## config.mk

```make
export PLATFORM = sky130hd
export DESIGN_NAME = adc16_tap_sweep_sequencer
export DESIGN_NICKNAME = d
export VERILOG_FILES = /design/src/rtl/adc16_sweep_pkg.sv /design/src/rtl/adc16_tap_window_tracker.sv /design/src/rtl/adc16_tap_sweep_sequencer.sv
export SDC_FILE = /design/constraint.sdc
export NUM_CORES = 1
export LEC_CHECK = 0
export BUFFER_PORTS_ARGS = -buffer_cell sky130_fd_sc_hd__clkbuf_2
export CAP_MARGIN = 30
export CORE_UTILIZATION = 40
export DETAILED_ROUTE_END_ITERATION = 16
export HOLD_SLACK_MARGIN = 0.02
export PLACE_DENSITY = 0.7
export REMOVE_ABC_BUFFERS = 1
export SYNTH_ARGS = -nofsm -noshare
export SYNTH_HDL_FRONTEND = slang
export SYNTH_SLANG_ARGS = --single-unit
```

## constraint.sdc

```tcl
create_clock -name clk -period 2.8 [get_ports clk]
set_clock_uncertainty 0.2 [all_clocks]
set_input_delay 0.28 -clock clk [delete_from_list [all_inputs] [get_ports clk]]
set_output_delay 0.28 -clock clk [all_outputs]
set_load 0.005 [all_outputs]
```

## src/rtl/adc16_sweep_pkg.sv

```systemverilog
// ---------------------------------------------------------------------------
// adc16_sweep_pkg
// Shared types and constants for the ADC16 tap-sweep sequencer.
//   sweep_state_t : sequencer state encoding
//   result_t      : per-lane result entry {valid, center}
//   LANES_PER_CHIP: lanes on each ADC chip
// ---------------------------------------------------------------------------
package adc16_sweep_pkg;

    localparam int LANES_PER_CHIP = 8;
    localparam int LANE_W         = 3;
    // Result entries carry the center tap zero-extended to this width, which
    // covers any delay line of up to 256 taps.
    localparam int MAX_TAP_W      = 8;

    typedef enum logic [3:0] {
        ST_IDLE,
        ST_LANE_RST,
        ST_SETTLE,
        ST_SAMPLE,
        ST_INC,
        ST_CTR_RST,
        ST_CTR_SETTLE,
        ST_CTR_STEP,
        ST_NEXT,
        ST_FINISH
    } sweep_state_t;

    typedef struct packed {
        logic                 valid;
        logic [MAX_TAP_W-1:0] center;
    } result_t;

endpackage

```

## src/rtl/adc16_tap_window_tracker.sv

```systemverilog
// ---------------------------------------------------------------------------
// adc16_tap_window_tracker
// Tracks the first contiguous run of good taps seen while a lane is swept
// from tap 0 upward, and reports its center.
// Ports:
//   clk, rst_n   : clock, asynchronous active-low reset
//   i_clear      : start a new lane (forget the previous window)
//   i_sample_en  : one sample is presented on i_tap / i_good this cycle
//   i_tap        : tap index of the sample
//   i_good       : deskew pattern matched at that tap
//   o_center     : (first+last)>>1, or 0 when no good tap was seen
//   o_valid      : at least one good tap was seen
// ---------------------------------------------------------------------------
module adc16_tap_window_tracker #(
    parameter int TAP_W = 5
) (
    input  logic             clk,
    input  logic             rst_n,
    input  logic             i_clear,
    input  logic             i_sample_en,
    input  logic [TAP_W-1:0] i_tap,
    input  logic             i_good,
    output logic [TAP_W-1:0] o_center,
    output logic             o_valid
);

    logic [TAP_W-1:0] r_first;
    logic [TAP_W-1:0] r_last;
    logic             r_found;
    logic             r_closed;   // first run has ended; later runs are ignored
    logic [TAP_W:0]   w_sum;

    always_ff @(posedge clk or negedge rst_n) begin
        if (!rst_n) begin
            r_first  <= '0;
            r_last   <= '0;
            r_found  <= 1'b0;
            r_closed <= 1'b0;
        end else if (i_clear) begin
            r_first  <= '0;
            r_last   <= '0;
            r_found  <= 1'b0;
            r_closed <= 1'b0;
        end else if (i_sample_en) begin
            if (!r_found) begin
                if (i_good) begin
                    r_found <= 1'b1;
                    r_first <= i_tap;
                    r_last  <= i_tap;
                end
            end else if (!r_closed) begin
                if (i_good) begin
                    r_last <= i_tap;
                end else begin
                    r_closed <= 1'b1;
                end
            end
        end
    end

    // One extra bit so first+last cannot wrap before halving.
    assign w_sum    = {1'b0, r_first} + {1'b0, r_last};
    assign o_center = w_sum[TAP_W:1];
    assign o_valid  = r_found;

endmodule

```

## src/rtl/adc16_tap_sweep_sequencer.sv

```systemverilog
// ---------------------------------------------------------------------------
// adc16_tap_sweep_sequencer
// Sweeps the input delay taps of every lane of the selected ADC chips, finds
// the first good eye window per lane, parks the lane at the window center and
// records {valid, center} in a readback array.
// Ports:
//   clk, rst_n   : clock, asynchronous active-low reset
//   start        : single-cycle sweep request (ignored while busy)
//   chip_mask    : chips to sweep, captured with the accepted start
//   pattern_ok   : per-lane pattern match, index chip*8+lane
//   abort        : (ADC16_TAP_SWEEP_ABORT_EN only) stop the sweep early
//   chip_sel     : one-hot strobe to the external lane encoder
//   lane_sel     : lane addressed by the strobe
//   tap_rst      : strobe qualifier, 1 = reset to tap 0, 0 = increment
//   busy, done   : sweep in progress / one-cycle completion pulse
//   rd_addr      : readback lane index
//   rd_center    : chosen tap for lane rd_addr (combinational)
//   rd_valid     : a good window was found for lane rd_addr
// Build option: define ADC16_TAP_SWEEP_ABORT_EN to add the abort input.
// ---------------------------------------------------------------------------
module adc16_tap_sweep_sequencer
    import adc16_sweep_pkg::*;
#(
    parameter int N_CHIPS       = 8,
    parameter int N_TAPS        = 32,
    parameter int SETTLE_CYCLES = 16
) (
    input  logic                            clk,
    input  logic                            rst_n,
    input  logic                            start,
    input  logic [N_CHIPS-1:0]              chip_mask,
    input  logic [N_CHIPS*8-1:0]            pattern_ok,
`ifdef ADC16_TAP_SWEEP_ABORT_EN
    input  logic                            abort,
`endif
    output logic [N_CHIPS-1:0]              chip_sel,
    output logic [2:0]                      lane_sel,
    output logic                            tap_rst,
    output logic                            busy,
    output logic                            done,
    input  logic [$clog2(N_CHIPS*8)-1:0]    rd_addr,
    output logic [$clog2(N_TAPS)-1:0]       rd_center,
    output logic                            rd_valid
);

    localparam int TAP_W     = $clog2(N_TAPS);
    localparam int ADDR_W    = $clog2(N_CHIPS * LANES_PER_CHIP);
    localparam int CHIP_W    = (N_CHIPS > 1) ? $clog2(N_CHIPS) : 1;
    localparam int CNT_W     = $clog2(SETTLE_CYCLES + 1);
    localparam int N_ENTRIES = N_CHIPS * LANES_PER_CHIP;

    sweep_state_t         r_state;
    sweep_state_t         w_state_next;

    logic [N_CHIPS-1:0]   r_mask;
    logic [CHIP_W-1:0]    r_chip;
    logic [LANE_W-1:0]    r_lane;
    logic [TAP_W-1:0]     r_tap;
    logic [TAP_W-1:0]     r_step;
    logic [CNT_W-1:0]     r_cnt;
    logic [N_CHIPS-1:0]   r_chip_sel;
    logic                 r_tap_rst;
    logic                 r_busy;
    logic                 r_done;
    result_t              r_results [N_ENTRIES];

    logic                 w_strobe;
    logic                 w_strobe_rst;
    logic                 w_abort;
    logic                 w_abort_hit;
    logic                 w_settle_last;
    logic                 w_lane_last;
    logic [ADDR_W-1:0]    w_lane_idx;
    logic [N_CHIPS-1:0]   w_chip_onehot;
    logic                 w_first_found;
    logic [CHIP_W-1:0]    w_first_chip;
    logic                 w_next_found;
    logic [CHIP_W-1:0]    w_next_chip;
    logic [TAP_W-1:0]     w_center;
    logic                 w_valid;
    logic                 w_wr_en;
    result_t              w_wr_entry;
    result_t              w_rd_entry;

`ifdef ADC16_TAP_SWEEP_ABORT_EN
    assign w_abort = abort;
`else
    assign w_abort = 1'b0;
`endif

    // FINISH is already on its way out, so an abort there changes nothing.
    assign w_abort_hit   = w_abort && (r_state != ST_IDLE) && (r_state != ST_FINISH);
    assign w_settle_last = (r_cnt == CNT_W'(SETTLE_CYCLES - 1));
    assign w_lane_last   = (r_lane == LANE_W'(LANES_PER_CHIP - 1));
    // chip*8+lane is exactly the concatenation of chip and lane.
    assign w_lane_idx    = ADDR_W'({r_chip, r_lane});

    generate
        for (genvar gi = 0; gi < N_CHIPS; gi++) begin : g_chip_dec
            assign w_chip_onehot[gi] = (r_chip == CHIP_W'(gi));
        end
    endgenerate

    // Lowest selected chip for a new sweep, and the next selected chip above
    // the current one.
    always_comb begin
        w_first_found = 1'b0;
        w_first_chip  = '0;
        w_next_found  = 1'b0;
        w_next_chip   = '0;
        for (int i = 0; i < N_CHIPS; i++) begin
            if (!w_first_found && chip_mask[i]) begin
                w_first_found = 1'b1;
                w_first_chip  = CHIP_W'(i);
            end
            if (!w_next_found && r_mask[i] && (i > int'(r_chip))) begin
                w_next_found = 1'b1;
                w_next_chip  = CHIP_W'(i);
            end
        end
    end

    adc16_tap_window_tracker #(
        .TAP_W (TAP_W)
    ) u_tracker (
        .clk         (clk),
        .rst_n       (rst_n),
        .i_clear     (r_state == ST_LANE_RST),
        .i_sample_en ((r_state == ST_SAMPLE) && !w_abort_hit),
        .i_tap       (r_tap),
        .i_good      (pattern_ok[w_lane_idx]),
        .o_center    (w_center),
        .o_valid     (w_valid)
    );

    // State register
    always_ff @(posedge clk or negedge rst_n) begin
        if (!rst_n) begin
            r_state <= ST_IDLE;
        end else begin
            r_state <= w_state_next;
        end
    end

    // Next state and strobe requests
    always_comb begin
        w_state_next = r_state;
        w_strobe     = 1'b0;
        w_strobe_rst = 1'b0;
        case (r_state)
            ST_IDLE: begin
                if (start) begin
                    w_state_next = w_first_found ? ST_LANE_RST : ST_FINISH;
                end
            end
            ST_LANE_RST: begin
                w_strobe     = 1'b1;
                w_strobe_rst = 1'b1;
                w_state_next = ST_SETTLE;
            end
            ST_SETTLE: begin
                if (w_settle_last) begin
                    w_state_next = ST_SAMPLE;
                end
            end
            ST_SAMPLE: begin
                w_state_next = (r_tap == TAP_W'(N_TAPS - 1)) ? ST_CTR_RST : ST_INC;
            end
            ST_INC: begin
                w_strobe     = 1'b1;
                w_state_next = ST_SETTLE;
            end
            ST_CTR_RST: begin
                w_strobe     = 1'b1;
                w_strobe_rst = 1'b1;
                w_state_next = ST_CTR_SETTLE;
            end
            ST_CTR_SETTLE: begin
                if (w_settle_last) begin
                    w_state_next = ST_CTR_STEP;
                end
            end
            ST_CTR_STEP: begin
                if (r_step != w_center) begin
                    w_strobe     = 1'b1;
                    w_state_next = ST_CTR_SETTLE;
                end else begin
                    w_state_next = ST_NEXT;
                end
            end
            ST_NEXT: begin
                w_state_next = (!w_lane_last || w_next_found) ? ST_LANE_RST : ST_FINISH;
            end
            ST_FINISH: begin
                w_state_next = ST_IDLE;
            end
            default: begin
                w_state_next = ST_IDLE;
            end
        endcase
        if (w_abort_hit) begin
            w_strobe     = 1'b1;
            w_strobe_rst = 1'b1;
            w_state_next = ST_FINISH;
        end
    end

    // Datapath. Strobes are registered one cycle after the requesting state,
    // so lane_sel (updated on entry to LANE_RST) is settled a full cycle
    // before chip_sel rises and is still held the cycle after.
    always_ff @(posedge clk or negedge rst_n) begin
        if (!rst_n) begin
            r_mask     <= '0;
            r_chip     <= '0;
            r_lane     <= '0;
            r_tap      <= '0;
            r_step     <= '0;
            r_cnt      <= '0;
            r_chip_sel <= '0;
            r_tap_rst  <= 1'b0;
            r_busy     <= 1'b0;
            r_done     <= 1'b0;
        end else begin
            r_chip_sel <= w_strobe ? w_chip_onehot : '0;
            r_tap_rst  <= w_strobe && w_strobe_rst;
            r_done     <= (r_state == ST_FINISH);

            if (((r_state == ST_SETTLE) || (r_state == ST_CTR_SETTLE)) && !w_settle_last) begin
                r_cnt <= r_cnt + CNT_W'(1);
            end else begin
                r_cnt <= '0;
            end

            // An abort freezes lane/chip so the abort strobe hits the
            // current lane.
            if (!w_abort_hit) begin
                case (r_state)
                    ST_IDLE: begin
                        if (start) begin
                            r_mask <= chip_mask;
                            r_chip <= w_first_chip;
                            r_lane <= '0;
                            r_busy <= 1'b1;
                        end
                    end
                    ST_LANE_RST: r_tap  <= '0;
                    ST_INC:      r_tap  <= r_tap + TAP_W'(1);
                    ST_CTR_RST:  r_step <= '0;
                    ST_CTR_STEP: begin
                        if (r_step != w_center) begin
                            r_step <= r_step + TAP_W'(1);
                        end
                    end
                    ST_NEXT: begin
                        if (!w_lane_last) begin
                            r_lane <= r_lane + LANE_W'(1);
                        end else if (w_next_found) begin
                            r_lane <= '0;
                            r_chip <= w_next_chip;
                        end
                    end
                    ST_FINISH:   r_busy <= 1'b0;
                    default: ;
                endcase
            end
        end
    end

    // Result array. Needs a full clear on reset and combinational readback,
    // so it is built from flops.
    assign w_wr_en           = (r_state == ST_NEXT) && !w_abort_hit;
    assign w_wr_entry.valid  = w_valid;
    assign w_wr_entry.center = MAX_TAP_W'(w_center);

    always_ff @(posedge clk or negedge rst_n) begin
        if (!rst_n) begin
            for (int i = 0; i < N_ENTRIES; i++) begin
                r_results[i] <= '0;
            end
        end else if (w_wr_en) begin
            r_results[w_lane_idx] <= w_wr_entry;
        end
    end

    assign w_rd_entry = r_results[rd_addr];
    assign rd_valid   = w_rd_entry.valid;
    assign rd_center  = TAP_W'(w_rd_entry.center);

    assign chip_sel = r_chip_sel;
    assign lane_sel = r_lane;
    assign tap_rst  = r_tap_rst;
    assign busy     = r_busy;
    assign done     = r_done;

endmodule

```

==> reports/metrics.cfg, run 1 <==
[detailed_routing]
ant_nets=0
wl_per_cell_um=20.84
drc_errors=0
drtIter0Drc=1438
vias=15800
wirelength_mm=57.81
viasPerCell=5.696
firstDrtPassIters=5

[cells_and_area]
layout_commonest_cell=nand2_1
nets=2153
fin_util_pct=47.44
multi_input_area_um2=9295
syn_to_final_growth_pct=16.78
nFillCells=4575
register_area_um2=10990
final_cell_mix=nand2_1 (504), dfrtp_1 (436), o21ai_0 (300), mux4_2 (128), nor2_1 (107)
drive_gt1_share_pct=23.60

[yosys]
synth_flop_cell=dfrtp_1
synth.largest_area_cell=dfrtp_1
synthTopCellsByArea=dfrtp_1 (53%), mux4_2 (14%), nand2_1 (9.1%)
yosysWarnings=0
async_flop_share_pct=100.0
synth_edf_count=0
synthesis.area_um2=20880
yosysTopAreaCellShare_pct=52.61
ys_ff_latch=439
seq_area_frac_synth_pct=52.61
syn_area_per_cell_um2=10.71
synth_cell_types=70
syn_inst=1949

[timing]
hold_viol=0
tns_ns=-2.070
timing.final.ws_setup_ns=-0.3771
slew_violations=0
min_period_ns=3.177
worst_slew_pin_slew_ns=0.7418
min_period_over_period_pct=113.5
setup_viol=6
clock.fmax_mhz=314.8
rsz0062_at_grt=yes
relSlewSlack_pct=50.19

[cts]
cts_tree=built
cts-buffers-inserted=45
root_buffer=clkbuf_16
clk_pin_slew_ns=0.06
cts_max_level=2
clk_latency_ns=0.58
cts_sinks=439
clockBufferDepth=3

[setup_path]
critPathMaxFanout=2
r2r-start=u_tracker.r_last[1]$_DFFE_PN0P_
r2r-end=chip_sel[3]$_DFF_PN0_
start_kind=flip-flop
path_delay_family=multiplexers
crit_path_end=rd_center[0]
crit_path_frequent_cell=mux4_2
worst-path-buf-inv=1
r2r_cells=10
critPathMaxStageDelay_ns=0.56
cp.arrival_ns=2.70
critPathRequiredTime_ns=2.32
critPathLaunch=r_results[171]$_DFFE_PN0P_
end_kind=primary output
worstPathCellList=mux4_2 -> mux4_2 -> mux4_2 -> clkbuf_2
worst-path-stages=4
r2r_slack_ns=0.11
path_class=flip-flop to primary output
slowest_stage=mux4_2

[power]
powerDensity_nw_per_um2=724.1
swShare_pct=33.32
power_switching_w=0.005884
power.internal_w=0.01177
comb_power_share_pct=26.5
seq_power_share_pct=39.3
peakVddDrop_uv=691.5
p_total_w=0.01766
p_leak_nw=10.98
pwr-share-clk_pct=34.3

[placed_design]
dp_hpwl_mm=39.75
gp_congestion=0.9115
io_buffers=100

[grt]
grt_pass1_vias=16330
grt_max_degree=87
grt_antenna_before_repair=0
globalRoute.totalOverflow=0
grt_pass1_wl_mm=91.80
grt_use_total_pct=22.26

[die]
start_util_pct=40.62
die_h_um=230.5
coreArea_um2=51410
boundaryPins=101
die_area_um2=53120
rows=83
die_w_um=230.5

[run]
cap_viol_max_count=0

[worst_hold_path]
hold_class=primary input to flip-flop

[run_status]
outcome=finished with violations
violations=negative setup slack

-- cell usage after synthesis (3+ instances only) --
library cell and number:
a21oi_1 32, o221ai_1 5, and3_1 6, mux2i_1 27, nand2_1 504, or3_1 3, a22oi_1 13, o31ai_1 3
and2_1 3, nor2_1 109, nor2b_1 9, buf_1 9, o21ai_0 300, dfrtp_1 439, nand3_1 29, mux2_2 60
a221oi_1 4, mux4_2 128, a22o_1 6, o211ai_1 3, buf_2 15, inv_1 10, buf_6 7, ha_1 11
xnor2_1 7, nand3b_1 3, nor4_1 3, nand4_1 3, nand2b_1 8, nor3_1 12, clkbuf_1 123, o21a_1 4
-- how the worst min path moves through the flow --
stage | start | end | slack, ns | depth (start not counted)
2_1_floorplan | rst_n | busy$_DFFE_PN0P_ | -0.22 | 0
3_3_place_gp | rst_n | r_results[198]$_DFFE_PN0P_ | 0.04 | 1
3_5_place_dp | rst_n | r_results[198]$_DFFE_PN0P_ | 0.04 | 1
4_1_cts | pattern_ok[43] | u_tracker.o_valid$_DFFE_PN0P_ | 0.05 | 5
5_1_grt | pattern_ok[43] | u_tracker.o_valid$_DFFE_PN0P_ | 0.08 | 5
6_report | pattern_ok[43] | u_tracker.o_valid$_DFFE_PN0P_ | 0.08 | 5
-- state kept, by name, indices dropped and copies added, names as in the netlist, 3 cells and up --
| name | count |
|---|---|
| r_state | 4 |
| r_tap | 5 |
| r_cnt | 5 |
| r_step | 5 |
| lane_sel | 3 |
| r_chip | 3 |
| r_mask | 7 |
| u_tracker.r_first | 5 |
| u_tracker.r_last | 5 |
| chip_sel | 8 |
| r_results | 384 |
-- through the flow --
step	hold slack (ns)	instances	area, um^2	setup WS, ns
final	0.07582	2774	24390	-0.3771
after global routing	0.08351	2773	24380	-0.4362
after CTS	0.04969	2768	24300	-0.3801
after detailed placement	0.04213	2673	22660	-0.1492
after global placement	0.03788	2673	22660	-0.1289
after floorplan	-0.2156	1793	20220	-1.798
-- metal layers --
metal	global-route usage [%]	share of wire [%]	vias up
li1	-	-	7055
met1	29.95	42	7934
met2	35.19	47	656
met3	4.768	7.5	156
met4	8.837	4.1	0
met5	0	0	-
-- cell type report --
| cell class | instances | share of cell area [%] |
|---|---|---|
| diodes | 1 | 0.01026 |
| clock buffers | 68 | 5.546 |
| clock inverters | 12 | 0.4977 |
| inverters | 12 | 0.1847 |
| multi-input cells | 1342 | 38.12 |
| flip-flops and latches | 439 | 45.06 |
| well taps | 680 | 3.489 |
| repair buffers | 220 | 7.091 |
-- worst reg2reg max path, delay by kind of cell, from the launching register on --
| family | cells | cell delay [ns] |
|---|---|---|
| AO/OA/AOI/OAI | 3 | 0.54 |
| XOR/XNOR | 1 | 0.27 |
| adder cells (fa/ha/maj) | 1 | 0.28 |
| buffers and inverters | 2 | 0.36 |
| flip-flops | 1 | 0.38 |
| AND/OR/NAND/NOR | 3 | 0.54 |
-- logic make-up after synthesis --
| kind of cell | count (synthesis) | synth area share, % |
|---|---|---|
| compound gates | 401 | 10.68 |
| xor+xnor | 11 | 0.5932 |
| fa+ha+maj | 12 | 0.7550 |
| buf+inv | 168 | 3.397 |
| flops | 439 | 52.61 |
| mux | 216 | 18.39 |
| simple gates | 702 | 13.58 |
-- power groups by stage --
stage | registers, W | clock network [W] | logic (W)
6_report | 0.00693 | 0.00605 | 0.00467
5_1_grt | 0.00697 | 0.00639 | 0.00505
4_1_cts | 0.00693 | 0.00614 | 0.00458
3_5_place_dp | 0.00704 | 0 | 0.00449
3_3_place_gp | 0.00702 | 0 | 0.00437
2_1_floorplan | 0.00710 | 0 | 0.00229
-- repair_timing --
action / 4_1_cts / 5_1_grt
pin swaps: 2 / 3
hold endpoints to repair: 448 / 0
setup endpoints to repair: 19 / 32
setup buffers: 3 / 5
hold buffers: 12 / 0
resized for setup: 3 / 13
gates cloned: 0 / 0
Note: power is estimated with default switching activity, not from simulation.
==> run 2, diff against run 1 <==
Settings changed: ABC_CLOCK_PERIOD_IN_PS set to 2800, MAX_ROUTING_LAYER set to met4.
==> run 2 against run 1 <==
  * The flow still finishes with violations (negative setup slack)
  * Critical endpoint is now rd_valid
  * Global-route usage increased by 0.65 points
  * Sequential power about the same
  * Critical path type unchanged
  * Design area increased by 0.17%
  * Hold slack got worse by 0.016 ns
  * Clock power increased by 2%
  * Setup slack improved by 0.0012 ns
  * Utilization increased by 0.080 points
==> reports/metrics.cfg, run 2 (synthesis results as in run 1) <==
[timing]
min_period_over_period_pct=113.4  ; about the same
clock.fmax_mhz=314.9  ; about the same
timing.final.ws_setup_ns=-0.3759  ; +0.001221 ns
hold_viol=0  ; unchanged
rsz0062_at_grt=yes
worst_slew_pin_slew_ns=0.7231  ; -0.01876 ns
relSlewSlack_pct=51.45  ; +1.3 points
slew_violations=0  ; unchanged
whs_ns=0.05937  ; -0.01645 ns
min_period_ns=3.176  ; -0.001221 ns
setup_viol=6  ; unchanged

[detailed_routing]
drtIter0Drc=1523  ; +5.9%
vias=16060  ; +1.6%
wirelength_mm=58.09  ; +0.48%
wl_per_cell_um=20.90  ; +0.30%
firstDrtPassIters=8  ; +3
drc_errors=0  ; unchanged
viasPerCell=5.778  ; +1.4%
ant_nets=0  ; unchanged

[setup_path]
path_class=flip-flop to primary output
worst-path-buf-inv=1  ; unchanged
path_delay_family=multiplexers
end_kind=primary output
crit_path_frequent_cell=mux4_2
critPathRequiredTime_ns=2.32  ; about the same
critPathMaxFanout=2  ; unchanged
critPathMaxStageDelay_ns=0.54  ; -0.02 ns
cp.arrival_ns=2.70  ; about the same
start_kind=flip-flop
worstPathCellList=mux4_2 -> mux4_2 -> mux4_2 -> clkbuf_2
slowest_stage=mux4_2

[power]
power_switching_w=0.005891  ; +0.13%
seq_power_share_pct=39.0  ; -0.3 points
p_leak_nw=11.01  ; +0.34%
powerDensity_nw_per_um2=728.2  ; +0.56%
pwr-share-clk_pct=34.8  ; +0.5 points
p_total_w=0.01779  ; +0.73%
swShare_pct=33.12  ; -0.20 points
comb_power_share_pct=26.2  ; -0.3 points
power.internal_w=0.01190  ; +1.0%
peakVddDrop_uv=893.1  ; +29%

[run_status]
violations=negative setup slack
outcome=finished with violations

[grt]
grt_max_degree=82  ; -5.7%
grt_use_total_pct=22.90  ; +0.65 points
globalRoute.totalOverflow=0  ; unchanged
grt_pass1_vias=16120  ; -1.3%
grt_pass1_wl_mm=91.42  ; -0.41%
grt_antenna_before_repair=0  ; unchanged

[die]
boundaryPins=101  ; unchanged
coreArea_um2=51410  ; unchanged
die_h_um=230.5  ; unchanged
die_w_um=230.5  ; unchanged
die_area_um2=53120  ; unchanged
rows=83  ; unchanged
start_util_pct=40.62  ; unchanged

[cells_and_area]
register_area_um2=10990  ; about the same
nFillCells=4589  ; +0.31%
largest_reg_flops=384  ; unchanged
fin_util_pct=47.52  ; +0.080 points
nets=2156  ; +0.14%
design_area_um2=24430  ; +0.17%
drive_gt1_share_pct=23.92  ; +0.31 points
layout_commonest_cell=nand2_1
syn_to_final_growth_pct=16.98
final_cell_mix=nand2_1 (504), dfrtp_1 (437), o21ai_0 (298), mux4_2 (128), nor2_1 (107)
final_cells=2779  ; +0.18%
regMostFlops=r_results
diodes=0  ; -1
multi_input_area_um2=9289  ; about the same

[cts]
clockBufferDepth=3  ; unchanged
cts_tree=built
cts-buffers-inserted=45  ; unchanged
clk_pin_slew_ns=0.06  ; about the same
cts_sinks=439  ; unchanged
clk_latency_ns=0.58  ; about the same
root_buffer=clkbuf_16
cts_max_level=2  ; unchanged

[placed_design]
gp_congestion=0.9225  ; +1.2%
dp_hpwl_mm=39.95  ; +0.51%
dp_cells=2683  ; +0.37%
dpl-instance-area_um2=22710  ; +0.22%
io_buffers=100  ; unchanged

[run]
cap_viol_max_count=0  ; unchanged

[worst_hold_path]
hold_class=primary input to flip-flop

-- run 2: layer usage --
metal	track usage [%]	vias to the layer above	part of all wire [%]
met5	-	-	0
met3	4.891	153	8.5
met1	30.13	8091	41
li1	-	7049	-
met4	7.575	0	3.3
met2	35.34	763	47
-- run 2: worst paths after layout --
| path | start | cells after the start | endpoint | slack (ns) |
|---|---|---|---|---|
| worst min register to register | r_cnt[0]$_DFF_PN0_ | 1 | r_cnt[0]$_DFF_PN0_ | 0.26 |
| worst max register to register | r_chip[2]$_DFFE_PN0P_ | 6 | r_chip[1]$_DFFE_PN0P_ | 0.08 |
| worst min-delay path | pattern_ok[43] | 5 | u_tracker.o_valid$_DFFE_PN0P_ | 0.06 |
| worst max-delay path | r_results[188]$_DFFE_PN0P_ | 4 | rd_valid | -0.38 |
| max in group asynchronous | rst_n | 3 | r_results[93]$_DFFE_PN0P_ | 1.37 |
| min in group asynchronous | rst_n | 2 | r_results[198]$_DFFE_PN0P_ | 0.07 |
-- run 2: power by group through the flow --
stage / sequential (W) / combinational, W / clock, W
2_1_floorplan: 0.00710 / 0.00229 / 0
3_3_place_gp: 0.00703 / 0.00438 / 0
3_5_place_dp: 0.00704 / 0.00448 / 0
4_1_cts: 0.00692 / 0.00455 / 0.00629
5_1_grt: 0.00698 / 0.00502 / 0.00656
6_report: 0.00694 / 0.00465 / 0.00619
-- run 2: timing repair --
action                                  4_1_cts  5_1_grt
buffers inserted                              3        0
resized for setup                             2       15
endpoints found under the setup margin       20       36
pin swaps                                     2        2
hold endpoints to repair                    329        0
hold buffers                                 10        0
-- run 2: cell type report --
type,instances,area share (%)
Sequential cell,439,44.98
Multi-Input combinational cell,1342,38.03
Timing Repair Buffer,223,7.063
Clock buffer,69,5.727
Tap cell,680,3.483
Clock inverter,14,0.5327
Inverter,12,0.1844
-- run 2: per-stage QoR --
step	worst slack, ns	TNS [ns]
3_5_place_dp	-0.1463	-1.302
2_1_floorplan	-1.798	-214.93
3_3_place_gp	-0.1343	-0.8804
4_1_cts	-0.3844	-2.245
6_report	-0.3759	-2.156
5_1_grt	-0.4336	-2.446
-- run 2: worst register-to-register path, stage by stage (launching register included) --
cell     delay, ns
dfrtp_1       0.49
nand2_1       0.21
and2_1        0.24
o21ai_0       0.51
a21oi_1       0.15
o21ai_1       0.41
mux2_2        0.39
